## config.mk

```make
export PLATFORM = sky130hd
export DESIGN_NAME = fp32_mul_round
export DESIGN_NICKNAME = d
export VERILOG_FILES = /design/src/rtl/fpu_pkg.sv /design/src/rtl/fp_round_rne.sv /design/src/rtl/fp32_mul_round.sv
export SDC_FILE = /design/constraint.sdc
export NUM_CORES = 1
export LEC_CHECK = 0
export ABC_AREA = 1
export BUFFER_PORTS_ARGS = -buffer_cell sky130_fd_sc_hd__buf_2
export CORE_UTILIZATION = 54
export CTS_CLUSTER_DIAMETER = 40
export DETAILED_ROUTE_END_ITERATION = 10
export GPL_ROUTABILITY_DRIVEN = 0
export PLACE_DENSITY = 0.8
export SYNTH_ARGS = -nofsm -noshare
export SYNTH_HDL_FRONTEND = slang
export SYNTH_HIERARCHICAL = 1
export SYNTH_SLANG_ARGS = --single-unit
```

## constraint.sdc

```tcl
create_clock -name clk -period 3.4 [get_ports clk]
set_clock_uncertainty 0.15 [all_clocks]
set_input_delay 0.85 -clock clk [delete_from_list [all_inputs] [get_ports clk]]
set_output_delay 0.85 -clock clk [all_outputs]
set_load 0.005 [all_outputs]
```

## src/rtl/fpu_pkg.sv

```systemverilog
// Shared FP32 types and constants for the floating-point datapath blocks.
package fpu_pkg;

    typedef struct packed {
        logic       sign;
        logic [7:0] exp;
        logic [22:0] frac;
    } fp32_t;

    localparam int          FP32_BIAS    = 127;
    localparam int          FP32_EXP_MAX = 255;
    localparam logic [31:0] FP32_QNAN    = 32'h7FC00000;

    typedef enum logic [1:0] {
        NORMAL = 2'd0,
        ZERO   = 2'd1,
        INF    = 2'd2,
        NAN    = 2'd3
    } fp_class_e;

endpackage

```

## src/rtl/fp_round_rne.sv

```systemverilog
// Round-to-nearest-even on a 23-bit fraction with guard/sticky bits.
// A carry out of the fraction wraps it to zero and bumps the exponent.
module fp_round_rne #(
    parameter int EXP_W = 11
) (
    input  logic [22:0]             mant,
    input  logic                    g,
    input  logic                    s,
    input  logic signed [EXP_W-1:0] e,
    output logic [22:0]             mant_rnd,
    output logic signed [EXP_W-1:0] e_rnd
);

    // Returns {carry, fraction} after the optional increment.
    function automatic logic [23:0] rne_inc(input logic [22:0] m, input logic gb, input logic sb);
        logic up;
        up = gb & (sb | m[0]);
        return {1'b0, m} + {23'b0, up};
    endfunction

    logic [23:0] sum;
    logic        carry;

    assign sum      = rne_inc(mant, g, s);
    assign carry    = sum[23];
    assign mant_rnd = sum[22:0];
    assign e_rnd    = e + EXP_W'(carry);

endmodule

```

## src/rtl/fp32_mul_round.sv

```systemverilog
// Back end of the FP32 multiplier: normalizes the 48-bit significand
// product, rounds to nearest-even, flushes underflow to zero, saturates
// overflow to infinity, resolves special operands and packs the result.
// Two pipeline stages with valid/ready on both sides.
module fp32_mul_round
    import fpu_pkg::*;
#(
    parameter int          IN_EXP_W  = 10,
    parameter logic [31:0] NAN_CANON = FP32_QNAN
) (
    input  logic                       clk,
    input  logic                       rst,
    input  logic                       in_valid,
    output logic                       in_ready,
    input  logic                       in_sign,
    input  logic signed [IN_EXP_W-1:0] in_exp,
    input  logic [47:0]                in_prod,
    input  logic                       in_is_nan,
    input  logic                       in_is_inf,
    input  logic                       in_is_zero,
    output logic                       out_valid,
    input  logic                       out_ready,
    output logic [31:0]                out_result,
    output logic                       out_overflow,
    output logic                       out_underflow,
    output logic                       out_inexact
);

    localparam int E_W = IN_EXP_W + 1;
    localparam logic signed [E_W-1:0] EMAX = E_W'(FP32_EXP_MAX);

    // Post-rounding exponent saturation tests.
    function automatic logic exp_ovf(input logic signed [E_W-1:0] e);
        return e >= EMAX;
    endfunction

    function automatic logic exp_unf(input logic signed [E_W-1:0] e);
        return e[E_W-1] | (e == '0);
    endfunction

    function automatic logic [31:0] pack(input logic sign, input logic [7:0] exp, input logic [22:0] frac);
        fp32_t f;
        f.sign = sign;
        f.exp  = exp;
        f.frac = frac;
        return f;
    endfunction

    // Handshake: each stage advances when it is empty or its consumer drains it.
    logic vld_p1;
    logic s1_adv;
    logic s2_adv;

    assign s2_adv   = !out_valid | out_ready;
    assign s1_adv   = !vld_p1 | s2_adv;
    assign in_ready = s1_adv;

    // ---- stage 0 -> 1: normalize ----
    logic                 sign_d;
    logic [22:0]          mant_d;
    logic                 g_d;
    logic                 s_d;
    logic signed [E_W-1:0] e_d;
    fp_class_e            cls_d;

    // Select the normalization shift and classify the operand.
    always_comb begin
        sign_d = in_sign;
        if (in_prod[47]) begin
            mant_d = in_prod[46:24];
            g_d    = in_prod[23];
            s_d    = |in_prod[22:0];
        end else begin
            mant_d = in_prod[45:23];
            g_d    = in_prod[22];
            s_d    = |in_prod[21:0];
        end
        e_d = {in_exp[IN_EXP_W-1], in_exp} + E_W'(in_prod[47]);
        if (in_is_nan)
            cls_d = NAN;
        else if (in_is_inf)
            cls_d = INF;
        else if (in_is_zero || in_prod[47:46] == 2'b00)
            cls_d = ZERO;
        else
            cls_d = NORMAL;
    end

    logic                  sign_p1;
    logic [22:0]           mant_p1;
    logic                  g_p1;
    logic                  s_p1;
    logic signed [E_W-1:0] e_p1;
    fp_class_e             cls_p1;

    // Stage-1 valid flag.
    always_ff @(posedge clk) begin
        if (rst)
            vld_p1 <= 1'b0;
        else if (s1_adv)
            vld_p1 <= in_valid;
    end

    // Stage-1 datapath register.
    always_ff @(posedge clk) begin
        if (s1_adv) begin
            sign_p1 <= sign_d;
            mant_p1 <= mant_d;
            g_p1    <= g_d;
            s_p1    <= s_d;
            e_p1    <= e_d;
            cls_p1  <= cls_d;
        end
    end

    // ---- stage 1 -> 2: round and pack ----
    logic [22:0]           mant_r;
    logic signed [E_W-1:0] e_r;

    fp_round_rne #(
        .EXP_W(E_W)
    ) u_round (
        .mant    (mant_p1),
        .g       (g_p1),
        .s       (s_p1),
        .e       (e_p1),
        .mant_rnd(mant_r),
        .e_rnd   (e_r)
    );

    logic [31:0] res_d;
    logic        ovf_d;
    logic        unf_d;
    logic        inx_d;

    // Resolve specials, saturate and pack.
    always_comb begin
        res_d = '0;
        ovf_d = 1'b0;
        unf_d = 1'b0;
        inx_d = 1'b0;
        case (cls_p1)
            NAN:  res_d = NAN_CANON;
            INF:  res_d = pack(sign_p1, 8'hFF, 23'b0);
            ZERO: res_d = pack(sign_p1, 8'h00, 23'b0);
            default: begin
                if (exp_ovf(e_r)) begin
                    res_d = pack(sign_p1, 8'hFF, 23'b0);
                    ovf_d = 1'b1;
                    inx_d = 1'b1;
                end else if (exp_unf(e_r)) begin
                    res_d = pack(sign_p1, 8'h00, 23'b0);
                    unf_d = 1'b1;
                    inx_d = 1'b1;
                end else begin
                    res_d = pack(sign_p1, e_r[7:0], mant_r);
                    inx_d = g_p1 | s_p1;
                end
            end
        endcase
    end

    // Output register; held while downstream stalls.
    always_ff @(posedge clk) begin
        if (rst) begin
            out_valid     <= 1'b0;
            out_result    <= '0;
            out_overflow  <= 1'b0;
            out_underflow <= 1'b0;
            out_inexact   <= 1'b0;
        end else if (s2_adv) begin
            out_valid     <= vld_p1;
            out_result    <= res_d;
            out_overflow  <= ovf_d;
            out_underflow <= unf_d;
            out_inexact   <= inx_d;
        end
    end

endmodule

```

### Word-level counts from Yosys, hierarchy flattened

Index checks and enable logic that the tools add are counted.

* bits in registers: 76
* latch bits: 0
* bits in writable memories: 0
* bits in read-only memories: 0
* output and inout bits: 37
* memories kept: 0

* $add $sub $neg: 3
* multipliers: 0
* div/mod/pow operators: 0
* $lt $le $gt $ge: 1
* equality and inequality tests: 3
* shift operators: 0
* multiplexer cells: 16
* bitwise gates (word level): 6
* reductions and logical operators: 9

Operators by type and width (number)
* $pmux 32 s3: 1
* $mux 31: 2
* $add 23x1->24: 1
* $mux 23: 1
* $reduce_or 23->1: 1
* $reduce_or 22->1: 1
* $mux 1: 12
* $add 10x2->11: 1
* $add 11x1->11: 1
* $ge 11x9->1 const B: 1
* $logic_not 11->1: 1
* $or 1x1->1: 5
* $eq 2x2->1 const B: 2
* $reduce_or 3->1: 1
* $eq 2x1->1 const B: 1
* $logic_not 1->1: 2
* $logic_not 2->1: 1
* $reduce_or 2->1: 1
* $and 1x1->1: 1
* $logic_or 1x1->1: 1

### Depth between registers and ports, before layout

Gate-level depths: netlist of run 1.

* depth after elaboration: 9
* gate-level depth with buffers: 22
* depth with buffers taken out: 21

### Hierarchy

The synthesis of run 1 kept the hierarchy.

By module, submodules not included
* fp32_mul_round: times used 1, cells each 366, area an instance 3498.4 um^2, sequential area each 1911.8 um^2
* fp_round_rne: times used 1, cells each 150, area an instance 892.1 um^2, sequential area each 0.0 um^2

### Worst setup path before layout of run 1

OpenSTA, ideal clock, no wires.

* path kind: input-to-output
* from: in out_ready
* to: out in_ready
* arrival time: 2.044 ns
* required time: 2.400 ns
* slack: 0.356 ns
* cell stages on the path: 3
* cell sequence: nor2_2 buf_2 nand2_1

* cells in the longest elaborated chain, start to end: 2

RTL lines
* start: declaration: RTL line fp32_mul_round.sv:22 `input logic out_ready,`
* $or 1x1->1: RTL line fp32_mul_round.sv:54 `assign s2_adv = !out_valid | out_ready;`
* $or 1x1->1: RTL line fp32_mul_round.sv:55 `assign s1_adv = !vld_p1 | s2_adv;`
* end: declaration: RTL line fp32_mul_round.sv:14 `output logic in_ready,`

No other way between the ends.

### Worst setup path in the final report of run 1

* from: reg mant_p1[0]
* to: reg out_result[4]

* cells in the longest elaborated chain, start to end: 9
* elaborated cells between the ends (all ways): 10
* those cells by class: add/sub: 2; order compare: 1; mux: 3; bitwise: 3; reduce/logical: 1

RTL lines
* start: declaration: RTL line fp32_mul_round.sv:90 `logic [22:0] mant_p1;`
* start signal: assignment: RTL line fp32_mul_round.sv:108 `mant_p1 <= mant_d;`
* $or 1x1->1: RTL line fp_round_rne.sv:17 `up = gb & (sb | m[0]);`
* $and 1x1->1: RTL line fp_round_rne.sv:17
* $add 23x1->24 (*): RTL line fp_round_rne.sv:18 `return {1'b0, m} + {23'b0, up};`
* $add 11x1->11 (*): RTL line fp_round_rne.sv:27 `assign e_rnd = e + EXP_W'(carry);`
* net e_r[8]: RTL line fp32_mul_round.sv:118 `logic signed [E_W-1:0] e_r;`
* parallel branches: the longest is 3 deep, another holds $ge 11x9->1
* $mux 31 (*): RTL line fp32_mul_round.sv:147 `if (exp_ovf(e_r)) begin`
* $pmux 32 s3 (*): RTL line fp32_mul_round.sv:142 `case (cls_p1)`
* end signal: assignment: RTL line fp32_mul_round.sv:173 `out_result <= res_d;`
* end: declaration: RTL line fp32_mul_round.sv:23 `output logic [31:0] out_result,`

Mark *: on every way through the listed nets, which the timed path passes.
A chain may end at the register's enable or synchronous reset.

==> insert_results.sql, run 1 <==
INSERT INTO impl_metrics (metric_group, metric, value, unit) VALUES
('route', 'route.antenna.remaining_nets', '0', ''),
('timing', 'setup_viol', '0', ''),
('timing', 'min_period_over_period', '0.9784', ''),
('worst_setup_path', 'end_kind', 'flop', ''),
('timing', 'setup_total_negative_slack', '0', 'ns'),
('timing', 'hold_slack', '0.3167', 'ns'),
('cells_and_area', 'drive_above_1_share', '0.3518', ''),
('clock_network', 'clk-insertion-delay-late', '0.35', 'ns'),
('timing', 'timing.fmax', '0.3006', 'GHz'),
('timing', 'timing_hold_violations_final', '0', ''),
('clock_network', 'cts.hold.buffers_added', '0', ''),
('global_route', 'first_pass_grt_wire_length', '14770', 'µm'),
('cells_and_area', 'syn2layout_area_growth', '22.86', '%'),
('placement', 'portBuffers', '102', ''),
('route', 'vias', '3760', ''),
('timing', 'slew_viol_final', '0', ''),
('hold_path', 'hold_class', 'reg -> reg', ''),
('clock_network', 'tritoncts.num_buffers', '9', ''),
('global_route', 'overflow', '0', ''),
('route', 'drtIter0Drc', '224', ''),
('timing', 'finalWorstPathRequiredPeriod', '3.327', 'ns'),
('placement', 'dpl.hpwl', '7037', 'µm'),
('placement', 'dpl_cell_area', '4981', 'µm²'),
('cells_and_area', 'fin_nets', '698', ''),
('floorplan', 'pin_count', '103', ''),
('logic_synthesis', 'post_synth.cell_area_avg', '8.509', 'µm²'),
('worst_setup_path', 'crit-reg2reg-launch', 'mant_p1[0]', ''),
('run_status', 'status', 'complete, no violations', ''),
('worst_setup_path', 'crit_path_max_fanout', '5', ''),
('timing', 'slew_headroom', '0.6733', ''),
('pwr', 'sequential_power_share', '0.514', ''),
('global_route', 'first_global_vias', '3330', ''),
('pwr', 'pwr-share-clk', '0.350', ''),
('timing', 'worstMarginPinSlew', '0.4900', 'ns'),
('cells_and_area', 'design_area', '5394', 'µm²'),
('worst_setup_path', 'r2r_end', 'out_result[4]', ''),
('clock_network', 'clockBufferDepth', '2', ''),
('cells_and_area', 'antenna_cells', '0', ''),
('route', 'routed_wire_length_per_instance', '13.50', 'µm'),
('pwr', 'p_int', '0.001537', 'W'),
('logic_synthesis', 'postSynthRegisterBits', '76', ''),
('logic_synthesis', 'yosys_warnings', '6', ''),
('pwr', 'power_density', '384.8', 'nW/µm²'),
('cells_and_area', 'layout.cells.most_common_list', '172 x nand2_1, 102 x buf_2, 39 x edfxtp_1, 37 x dfxtp_1, 35 x nor2_1', ''),
('logic_synthesis', 'yosys_most_used_dff', 'edfxtp_1', ''),
('pwr', 'total_leakage_power', '2.396', 'nW'),
('hold_path', 'hold_depth', '2', ''),
('logic_synthesis', 'synthArstFlopShare', '0', ''),
('worst_setup_path', 'critical_path_arrival', '3.46', 'ns'),
('logic_synthesis', 'syn-instance-count', '516', ''),
('floorplan', 'die_area', '8495', 'µm²'),
('cells_and_area', 'final_common_cell', 'nand2_1', ''),
('hold_path', 'holdPathEnd', 'out_result[31]', ''),
('floorplan', 'die_w', '92.17', 'µm'),
('floorplan', 'die_height', '92.17', 'µm'),
('clock_network', 'path_clk_slew', '0.08', 'ns'),
('clock_network', 'cts_tree', 'built', ''),
('job', 'max_cap_violations', '0', ''),
('pwr', 'totalPowerFinal', '0.002076', 'W'),
('worst_setup_path', 'critical_path_required', '3.53', 'ns'),
('floorplan', 'floorplan.initialDensity', '0.5623', ''),
('cells_and_area', 'layout.filler_cells', '623', ''),
('global_route', 'grt_start_max_net_pins', '41', ''),
('logic_synthesis', 'synth_seq_area_share', '0.4355', ''),
('pwr', 'netSwitchingPower', '0.0005382', 'W'),
('worst_setup_path', 'reg2reg_depth', '21', ''),
('worst_setup_path', 'startpoint_type', 'flop', ''),
('worst_setup_path', 'path_class', 'reg -> reg', ''),
('clock_network', 'cts.htree.levels', '3', ''),
('route', 'detail_route.first_pass.iterations', '5', ''),
('floorplan', 'placeableCoreArea', '7807', 'µm²');
[metrics by stage]
stage | cells | worst slack [ns] | util
5_1_grt | 733 | -0.1436 | 0.6909
2_1_floorplan | 516 | 0.3561 | -
3_5_place_dp | 709 | -0.07760 | 0.6380
4_1_cts | 725 | 0.002574 | 0.6670
3_3_place_gp | 709 | 0.1360 | 0.6380
6_report | 733 | 0.07340 | 0.6909
[state kept, by name (all words and copies together) (netlist names)]
| signal | flops |
|---|---|
| out_result | 32 |
| g_p1 | 1 |
| s_p1 | 1 |
| out_valid | 1 |
| sign_p1 | 1 |
| e_p1 | 11 |
| out_inexact | 1 |
| vld_p1 | 1 |
| mant_p1 | 23 |
| cls_p1 | 2 |
| out_underflow | 1 |
| out_overflow | 1 |
[cells by family after synthesis]
family          after synthesis  synth area share
simple gates                301            0.3511
flops                        76            0.4355
compound gates               57           0.08521
buf+inv                      45           0.04759
xor+xnor                     31           0.06355
fa+ha+maj                     6           0.01710
[what timing repair did]
item	CTS	global route
pin swaps	1	11
buffers inserted	0	4
gates cloned	0	4
setup endpoints to repair	23	34
resized for setup	2	17
[area by class of cell]
cell class                      count  area (µm²)  share of cell area
Inverter                           29       121.4             0.02250
Timing Repair Buffer              114       651.9              0.1209
Clock inverter                      1       8.758            0.001624
Sequential cell                    76        1912              0.3544
Multi-Input combinational cell    395        2351              0.4359
Clock buffer                       15       212.7             0.03943
Tap cell                          102       127.6             0.02366
Timing Repair inverter              1       8.758            0.001624
[routing by layer]
metal	part of all wire	track usage	up-vias
li1	-	-	1916
met1	0.46	0.3069	1693
met2	0.47	0.3445	133
met3	0.051	0.03483	18
met4	0.020	0.1107	0
met5	0	0	-
[cell usage after synthesis, types with 7 or more instances]
master | number | area share
o21ai_0 | 13 | 0.015
a21oi_2 | 20 | 0.040
nand2_4 | 7 | 0.018
nand3_1 | 24 | 0.027
nand3_2 | 24 | 0.055
nand2_1 | 173 | 0.15
a21oi_1 | 18 | 0.021
xor2_1 | 18 | 0.036
inv_1 | 20 | 0.017
edfxtp_1 | 39 | 0.27
nor2_1 | 35 | 0.030
inv_2 | 7 | 0.0060
dfxtp_1 | 37 | 0.17
xnor2_1 | 12 | 0.024
nor2_2 | 7 | 0.010
[worst max-delay path, stage by stage, from the launching register on]
cell,delay [ns]
edfxtp_1,0.36
o21a_1,0.14
ha_2,0.19
inv_2,0.06
nor2_8,0.12
nand2_4,0.08
nor2_8,0.12
nand3_2,0.08
nor2_4,0.14
ha_4,0.15
ha_4,0.15
nand3_4,0.09
nor3_4,0.20
xor2_1,0.09
nor2_1,0.16
nand2_2,0.09
inv_2,0.08
nand2_4,0.07
a21oi_4,0.31
clkbuf_16,0.22
nand3_2,0.07
a21oi_2,0.12
[power groups by stage]
stage / sequential (W) / clock [W] / combinational, W
after global routing: 0.00107 / 0.000774 / 0.000314
after CTS: 0.00106 / 0.000739 / 0.000267
after detailed placement: 0.00108 / 0 / 0.000265
after global placement: 0.00108 / 0 / 0.000258
after floorplan: 0.00107 / 0 / 0.000176
final: 0.00107 / 0.000727 / 0.000283
[worst max path at each step]
stage	start	to	slack, ns	cells after the start
2_1_floorplan	out_ready	in_ready	0.36	3
4_1_cts	s_p1	out_result[2]	0.003	20
3_3_place_gp	s_p1	out_result[5]	0.14	20
3_5_place_dp	s_p1	out_result[5]	-0.08	20
5_1_grt	mant_p1[0]	out_result[2]	-0.14	21
6_report	mant_p1[0]	out_result[4]	0.07	21
Note: power is estimated with default switching activity, not from simulation.
==> run 2, diff against run 1 <==
Settings changed: PLACE_DENSITY 0.8 to 0.81, SYNTH_HIERARCHICAL 1 to unset.
==> run 2 against run 1 <==
The flow now finishes with violations (negative setup slack); final cell count grew 8.0%; highest routed layer unchanged; die area shrank 4.0%; first-iteration DRC count grew 34%; non-clock buffer count grew 13; largest cell class unchanged.
==> insert_results.sql, run 2 <==
INSERT INTO impl_metrics (metric_group, metric, value, unit) VALUES
('global_route', 'number_of_antenna_violations_at_the_first_check_in_global_routing', '0', ''),
('placement', 'dpl_cell_area', '4850', 'µm²'),
('worst_setup_path', 'crit_path_max_fanout', '10', ''),
('worst_setup_path', 'critical_path_required', '3.52', 'ns'),
('clock_network', 'cts_tree', 'built', ''),
('floorplan', 'pin_count', '103', ''),
('worst_setup_path', 'end_kind', 'flop', ''),
('logic_synthesis', 'synth_top_cell_area_share', '0.2782', ''),
('logic_synthesis', 'ys_types', '27', ''),
('route', 'drt_wirelength', '11280', 'µm'),
('logic_synthesis', 'postSynthRegisterBits', '76', ''),
('logic_synthesis', 'synth_nets', '640', ''),
('logic_synthesis', 'syn-instance-count', '569', ''),
('logic_synthesis', 'synthesized_area', '4209', 'µm²'),
('worst_setup_path', 'crit-reg2reg-launch', 'mant_p1[3]', ''),
('clock_network', 'cts.htree.levels', '3', ''),
('clock_network', 'cts.hold.buffers_added', '0', ''),
('floorplan', 'placeableCoreArea', '7408', 'µm²'),
('timing', 'setup_viol', '30', ''),
('route', 'vias_per_cell', '5.453', ''),
('logic_synthesis', 'synth_seq_area_share', '0.4542', ''),
('timing', 'post-route-worst-setup-slack', '-0.08149', 'ns'),
('logic_synthesis', 'post_synth.cell_area_avg', '7.397', 'µm²'),
('pwr', 'power_density', '397.3', 'nW/µm²'),
('floorplan', 'floorplan.initialDensity', '0.5681', ''),
('cells_and_area', 'fin_nets', '759', ''),
('route', 'drc', '0', ''),
('logic_synthesis', 'yosys_warnings', '0', ''),
('cells_and_area', 'layout.cells.most_common_list', '177 x nand2_1, 102 x buf_2, 60 x inv_1, 48 x nor2_1, 39 x edfxtp_1', ''),
('job', 'max_cap_violations', '0', ''),
('cells_and_area', 'ff_latch_area', '1912', 'µm²'),
('route', 'routed_wire_length_per_instance', '14.24', 'µm'),
('cells_and_area', 'largest-register', 'out_result', ''),
('worst_setup_path', 'worst_setup_path_startpoint', 'mant_p1[3]', ''),
('clock_network', 'cts_num_sinks', '76', ''),
('cells_and_area', 'drive_above_1_share', '0.2814', ''),
('run_status', 'failed_checks', 'negative setup slack', ''),
('timing', 'worstMarginPinSlew', '0.7045', 'ns'),
('worst_setup_path', 'startpoint_type', 'flop', ''),
('worst_setup_path', 'reg2reg_depth', '21', ''),
('timing', 'grt_setup_unrepaired', 'yes', ''),
('global_route', 'first_global_vias', '3907', ''),
('clock_network', 'clk-insertion-delay-late', '0.35', 'ns'),
('cells_and_area', 'antenna_cells', '0', ''),
('cells_and_area', 'syn2layout_area_growth', '29.76', '%'),
('logic_synthesis', 'number_of_flops_mapped_to_enable_cells_by_yosys', '39', ''),
('run_status', 'status', 'finished, violations left', ''),
('worst_setup_path', 'critical_path_arrival', '3.60', 'ns'),
('pwr', 'largest_vdd_supply_drop', '0.2888', 'mV'),
('timing', 'timing.fmax', '0.2872', 'GHz'),
('global_route', 'overflow', '0', ''),
('logic_synthesis', 'yosys_most_used_dff', 'edfxtp_1', ''),
('timing', 'slew_viol_final', '0', ''),
('cells_and_area', 'layout_top_registers', 'out_result x32, mant_p1 x23, e_p1 x11', ''),
('pwr', 'totalPowerFinal', '0.002170', 'W'),
('logic_synthesis', 'synthArstFlopShare', '0', ''),
('route', 'drtIter0Drc', '300', ''),
('placement', 'dpl.hpwl', '7789', 'µm'),
('route', 'vias', '4319', ''),
('global_route', 'grt.total_usage', '0.2591', ''),
('cells_and_area', 'multi_input_area', '2168', 'µm²'),
('timing', 'timing_hold_violations_final', '0', ''),
('hold_path', 'hold_class', 'reg -> reg', ''),
('clock_network', 'tritoncts.num_buffers', '9', ''),
('cells_and_area', 'final_common_cell', 'nand2_1', ''),
('placement', 'portBuffers', '102', ''),
('timing', 'slew_headroom', '0.5286', ''),
('clock_network', 'path_clk_slew', '0.08', 'ns'),
('logic_synthesis', 'post_synth_most_frequent_cells', '193 x nand2_1, 63 x inv_1, 52 x nor2_1', ''),
('logic_synthesis', 'synth_top_cell_by_area', 'edfxtp_1', ''),
('timing', 'min_period_over_period', '1.024', ''),
('clock_network', 'clockBufferDepth', '2', ''),
('floorplan', 'die_w', '90.29', 'µm'),
('route', 'route.antenna.remaining_nets', '0', ''),
('global_route', 'grt_start_max_net_pins', '41', ''),
('route', 'detail_route.first_pass.iterations', '5', ''),
('cells_and_area', 'largest_reg_flops', '32', ''),
('floorplan', 'die_height', '90.29', 'µm'),
('cells_and_area', 'design_area', '5461', 'µm²'),
('hold_path', 'hp-start', 'out_underflow', ''),
('pwr', 'total_leakage_power', '2.553', 'nW'),
('floorplan', 'rows', '31', ''),
('logic_synthesis', 'yosysMostFrequentCell', 'nand2_1', ''),
('floorplan', 'die_area', '8151', 'µm²'),
('cells_and_area', 'layout.filler_cells', '535', ''),
('clock_network', 'clock_tree.root_cell', 'clkbuf_8', ''),
('worst_setup_path', 'path_class', 'reg -> reg', ''),
('global_route', 'first_pass_grt_wire_length', '17040', 'µm'),
('timing', 'finalWorstPathRequiredPeriod', '3.481', 'ns'),
('logic_synthesis', 'synth_top_cells_by_area', 'edfxtp_1 28%, dfxtp_1 18%, nand2_1 17%', ''),
('hold_path', 'hold_depth', '2', '');
-- run 2: cell count changes after synthesis, moves of 7 or more --
cell      delta
inv_2        -7
clkbuf_1     +7
nand3_2     -23
nand4_1     +31
inv_1       +43
a21oi_1     +18
nand2_1     +20
nor2_1      +17
a21oi_2     -19
-- run 2: worst max-delay path: stages (launching register included) --
cell and delay, ns:
edfxtp_1 0.41, inv_2 0.07, nor3_4 0.21, nand2_2 0.11, inv_2 0.09, nand2_2 0.06, nor3_4 0.18, nand3_2 0.11
nor4_4 0.29, ha_2 0.28, ha_4 0.17, nand2_4 0.08, nor2_4 0.14, nand3_2 0.10, nand2_4 0.11, nand2_2 0.07
nor2_4 0.12, nand2_2 0.10, nand2_4 0.13, clkbuf_16 0.17, nand4_1 0.10, a21oi_1 0.15
-- run 2: path summary, 6_finish.rpt --
path / endpoint / slack (ns)
worst min-delay path: out_underflow / 0.31
worst max register to register: out_result[11] / -0.08
worst max-delay path: out_result[11] / -0.08
worst min register to register: out_underflow / 0.31
-- run 2: kinds of logic (layout without fill, tap and decap cells) --
group	Yosys count	in the layout	synth area share
DFF	76	76	0.4542
buffers and inverters	83	207	0.08115
AOI/OAI and AO/OA	55	55	0.06807
and+or+nand+nor	328	328	0.3359
xor gates and xnor gates	22	22	0.04578
adders and majority gates	5	5	0.01486
-- run 2: final cells by class --
| type | count | area share |
|---|---|---|
| Timing Repair Buffer | 127 | 0.1434 |
| Multi-Input combinational cell | 410 | 0.3970 |
| Tap cell | 99 | 0.02268 |
| Clock buffer | 14 | 0.03597 |
| Sequential cell | 76 | 0.3501 |
| Clock inverter | 2 | 0.006873 |
| Inverter | 64 | 0.04399 |
-- run 2: power breakdown --
group          switching, W  internal [W]
registers         0.0000502       0.00102
clock network      0.000332      0.000452
logic              0.000185      0.000132
-- run 2: layer usage --
layer	track usage	up-vias	part of all wire
li1	-	2087	-
met1	0.3120	1925	0.40
met2	0.4408	257	0.48
met3	0.06061	50	0.084
met4	0.1156	0	0.040
met5	0	-	0
-- run 2: repair_timing --
item,in CTS,in global routing
pin swaps,1,24
setup endpoints to repair,33,34
setup buffers,1,11
hold endpoints to repair,0,0
gates resized for setup,4,52
gates cloned,0,3
-- run 2: per-stage QoR --
stage	std cells	hold slack [ns]	utilization	setup TNS, ns	setup WS, ns
finish	792	0.3135	0.7372	-1.432	-0.08149
floorplan	569	0.2907	-	0	0.3686
detailed placement	761	0.3038	0.6546	-1.823	-0.1144
CTS	778	0.3156	0.6903	0	0.05132
global placement	761	0.2994	0.6546	0	0.1047
global route	792	0.3250	0.7372	-5.563	-0.2082
==> run 3, diff against run 2 <==
Settings changed: GPL_TIMING_DRIVEN set to 0.
==> run 3 against run 2 <==
The flow still finishes with violations (negative setup slack); utilization decreased by 0.39 points; final area decreased by 0.53%; global-route usage decreased by 0.32 points; largest power group unchanged.
==> insert_results.sql, run 3 (synthesis gave the netlist of run 2 again) <==
INSERT INTO impl_metrics (metric_group, metric, value, unit) VALUES
('run_status', 'status', 'finished, violations left', ''),
('run_status', 'failed_checks', 'negative setup slack', ''),
('clock_network', 'tritoncts.num_buffers', '9', ''),
('floorplan', 'rows', '31', ''),
('cells_and_area', 'fin_nets', '767', ''),
('route', 'drc', '0', ''),
('pwr', 'largest_vdd_supply_drop', '0.2368', 'mV'),
('floorplan', 'pin_count', '103', ''),
('timing', 'slew_viol_final', '0', ''),
('worst_setup_path', 'end_kind', 'flop', ''),
('worst_setup_path', 'critical_path_arrival', '3.55', 'ns'),
('job', 'max_cap_violations', '0', ''),
('cells_and_area', 'multi_input_area', '2191', 'µm²'),
('worst_setup_path', 'crit_path_max_fanout', '8', ''),
('floorplan', 'die_w', '90.29', 'µm'),
('floorplan', 'die_area', '8151', 'µm²'),
('timing', 'min_period_over_period', '1.009', ''),
('timing', 'setup_viol', '6', ''),
('clock_network', 'cts.htree.levels', '3', ''),
('global_route', 'overflow', '0', ''),
('route', 'drt_wirelength', '10940', 'µm'),
('pwr', 'power_density', '399.6', 'nW/µm²'),
('timing', 'grt_setup_unrepaired', 'yes', ''),
('timing', 'timing.fmax', '0.2916', 'GHz'),
('worst_setup_path', 'path_class', 'reg -> reg', ''),
('cells_and_area', 'ff_latch_area', '1912', 'µm²'),
('placement', 'portBuffers', '101', ''),
('clock_network', 'clockBufferDepth', '2', ''),
('floorplan', 'placeableCoreArea', '7408', 'µm²'),
('timing', 'timing_hold_violations_final', '0', ''),
('timing', 'worstMarginPinSlew', '0.7229', 'ns'),
('timing', 'slew_headroom', '0.5163', ''),
('cells_and_area', 'finalCoreUtilization', '0.7333', ''),
('cells_and_area', 'layout.filler_cells', '561', ''),
('floorplan', 'floorplan.initialDensity', '0.5681', ''),
('cells_and_area', 'largest_reg_flops', '32', ''),
('global_route', 'first_global_vias', '3881', ''),
('worst_setup_path', 'critical_path_required', '3.53', 'ns'),
('global_route', 'grt.total_usage', '0.2560', ''),
('route', 'drtIter0Drc', '297', ''),
('route', 'vias_per_cell', '5.328', ''),
('floorplan', 'die_height', '90.29', 'µm'),
('global_route', 'number_of_antenna_violations_at_the_first_check_in_global_routing', '0', ''),
('route', 'routed_wire_length_per_instance', '13.68', 'µm'),
('global_route', 'first_pass_grt_wire_length', '16840', 'µm'),
('cells_and_area', 'layout_top_registers', 'out_result x32, mant_p1 x23, e_p1 x11', ''),
('cells_and_area', 'syn2layout_area_growth', '29.07', '%'),
('timing', 'finalWorstPathRequiredPeriod', '3.429', 'ns'),
('cells_and_area', 'antenna_cells', '0', ''),
('placement', 'dpl.hpwl', '7622', 'µm'),
('clock_network', 'cts_tree', 'built', ''),
('route', 'vias', '4262', ''),
('hold_path', 'hold_class', 'reg -> reg', ''),
('clock_network', 'cts_num_sinks', '76', ''),
('cells_and_area', 'layout.cells.most_common_list', '174 x nand2_1, 101 x buf_2, 61 x inv_1, 46 x nor2_1, 39 x edfxtp_1', ''),
('worst_setup_path', 'startpoint_type', 'flop', ''),
('placement', 'post-place-ws', '-0.2659', 'ns'),
('timing', 'post-route-worst-setup-slack', '-0.02938', 'ns'),
('clock_network', 'clock_tree.root_cell', 'clkbuf_8', ''),
('cells_and_area', 'drive_above_1_share', '0.2739', ''),
('route', 'route.antenna.remaining_nets', '0', ''),
('cells_and_area', 'final_common_cell', 'nand2_1', ''),
('global_route', 'grt_start_max_net_pins', '42', ''),
('clock_network', 'path_clk_slew', '0.07', 'ns'),
('pwr', 'total_leakage_power', '2.501', 'nW'),
('route', 'detail_route.first_pass.iterations', '5', ''),
('cells_and_area', 'largest-register', 'out_result', ''),
('clock_network', 'clk-insertion-delay-late', '0.34', 'ns');
[run 3: changes by cell type in the layout (fill, tap and decap cells not counted), moves of 2 or more]
cell,before,now
buf_1,0,2
buf_6,2,4
a21oi_1,26,24
buf_4,18,15
clkbuf_16,5,0
nor2_2,1,3
clkbuf_1,1,13
nand2_1,177,174
nand2_2,16,18
a21oi_2,10,12
bufinv_16,1,3
clkinv_1,1,3
nor2_1,48,46
[run 3: path summary, 6_finish.rpt]
path,start,endpoint,slack (ns),depth (start not counted)
max reg2reg,mant_p1[1],out_result[30],-0.03,23
max,mant_p1[1],out_result[30],-0.03,23
min,out_result[17],out_result[17],0.31,2
min reg2reg,out_result[17],out_result[17],0.31,2
[run 3: layout make-up]
type                    instances  share of cell area
inverters                      64             0.04422
well taps                      99             0.02280
clock buffers                  10             0.02349
flip-flops and latches         76              0.3519
plain buffers                  19             0.01865
clock inverters                 6             0.01889
multi-input cells             410              0.4033
repair buffers                116              0.1168
[run 3: metal layers]
metal / up-vias / global-route usage / wire length [µm]
li1: 2117 / - / -
met1: 1905 / 0.3195 / 4666
met2: 204 / 0.4281 / 5186
met3: 36 / 0.05219 / 721
met4: 0 / 0.1142 / 370
met5: - / 0 / 0
[run 3: through the flow]
step	std cells	instance area, µm²	power (W)	TNS [ns]	hold WS [ns]
global placement	769	4838	0.001331	-4.441	0.2982
global route	800	5433	0.002258	-5.572	0.3325
detailed placement	769	4841	0.001342	-7.227	0.3038
floorplan	569	4209	0.001235	0	0.2907
finish	800	5433	0.002171	-0.06802	0.3147
CTS	788	5124	0.002129	-0.01043	0.3153
[run 3: what timing repair did]
action,in CTS,in global routing
resized for setup,6,58
setup endpoints to repair,35,35
hold buffers,0,0
setup buffers,3,10
pin swaps,1,26
cloned,0,2
[run 3: critical path, cell delays in order (launching register included)]
cell	delay, ns
edfxtp_1	0.40
nand2_2	0.10
nor3_4	0.20
nand2_2	0.09
inv_2	0.07
nand2_2	0.05
nor3_2	0.20
nand3_2	0.11
nor4_4	0.29
ha_2	0.28
buf_6	0.11
buf_4	0.09
nand4_1	0.13
nand2_2	0.12
inv_1	0.06
nor2_1	0.14
nand3_1	0.11
nand2_2	0.09
nand2_2	0.07
buf_6	0.13
buf_12	0.12
nand2_1	0.06
nand2_1	0.07
a21oi_1	0.13
[run 3: where the power goes]
group / total (W) / internal (W) / switching [W]
Clock: 0.000793 / 0.000482 / 0.000311
Sequential: 0.00107 / 0.00102 / 0.0000501
Combinational: 0.000309 / 0.000125 / 0.000184
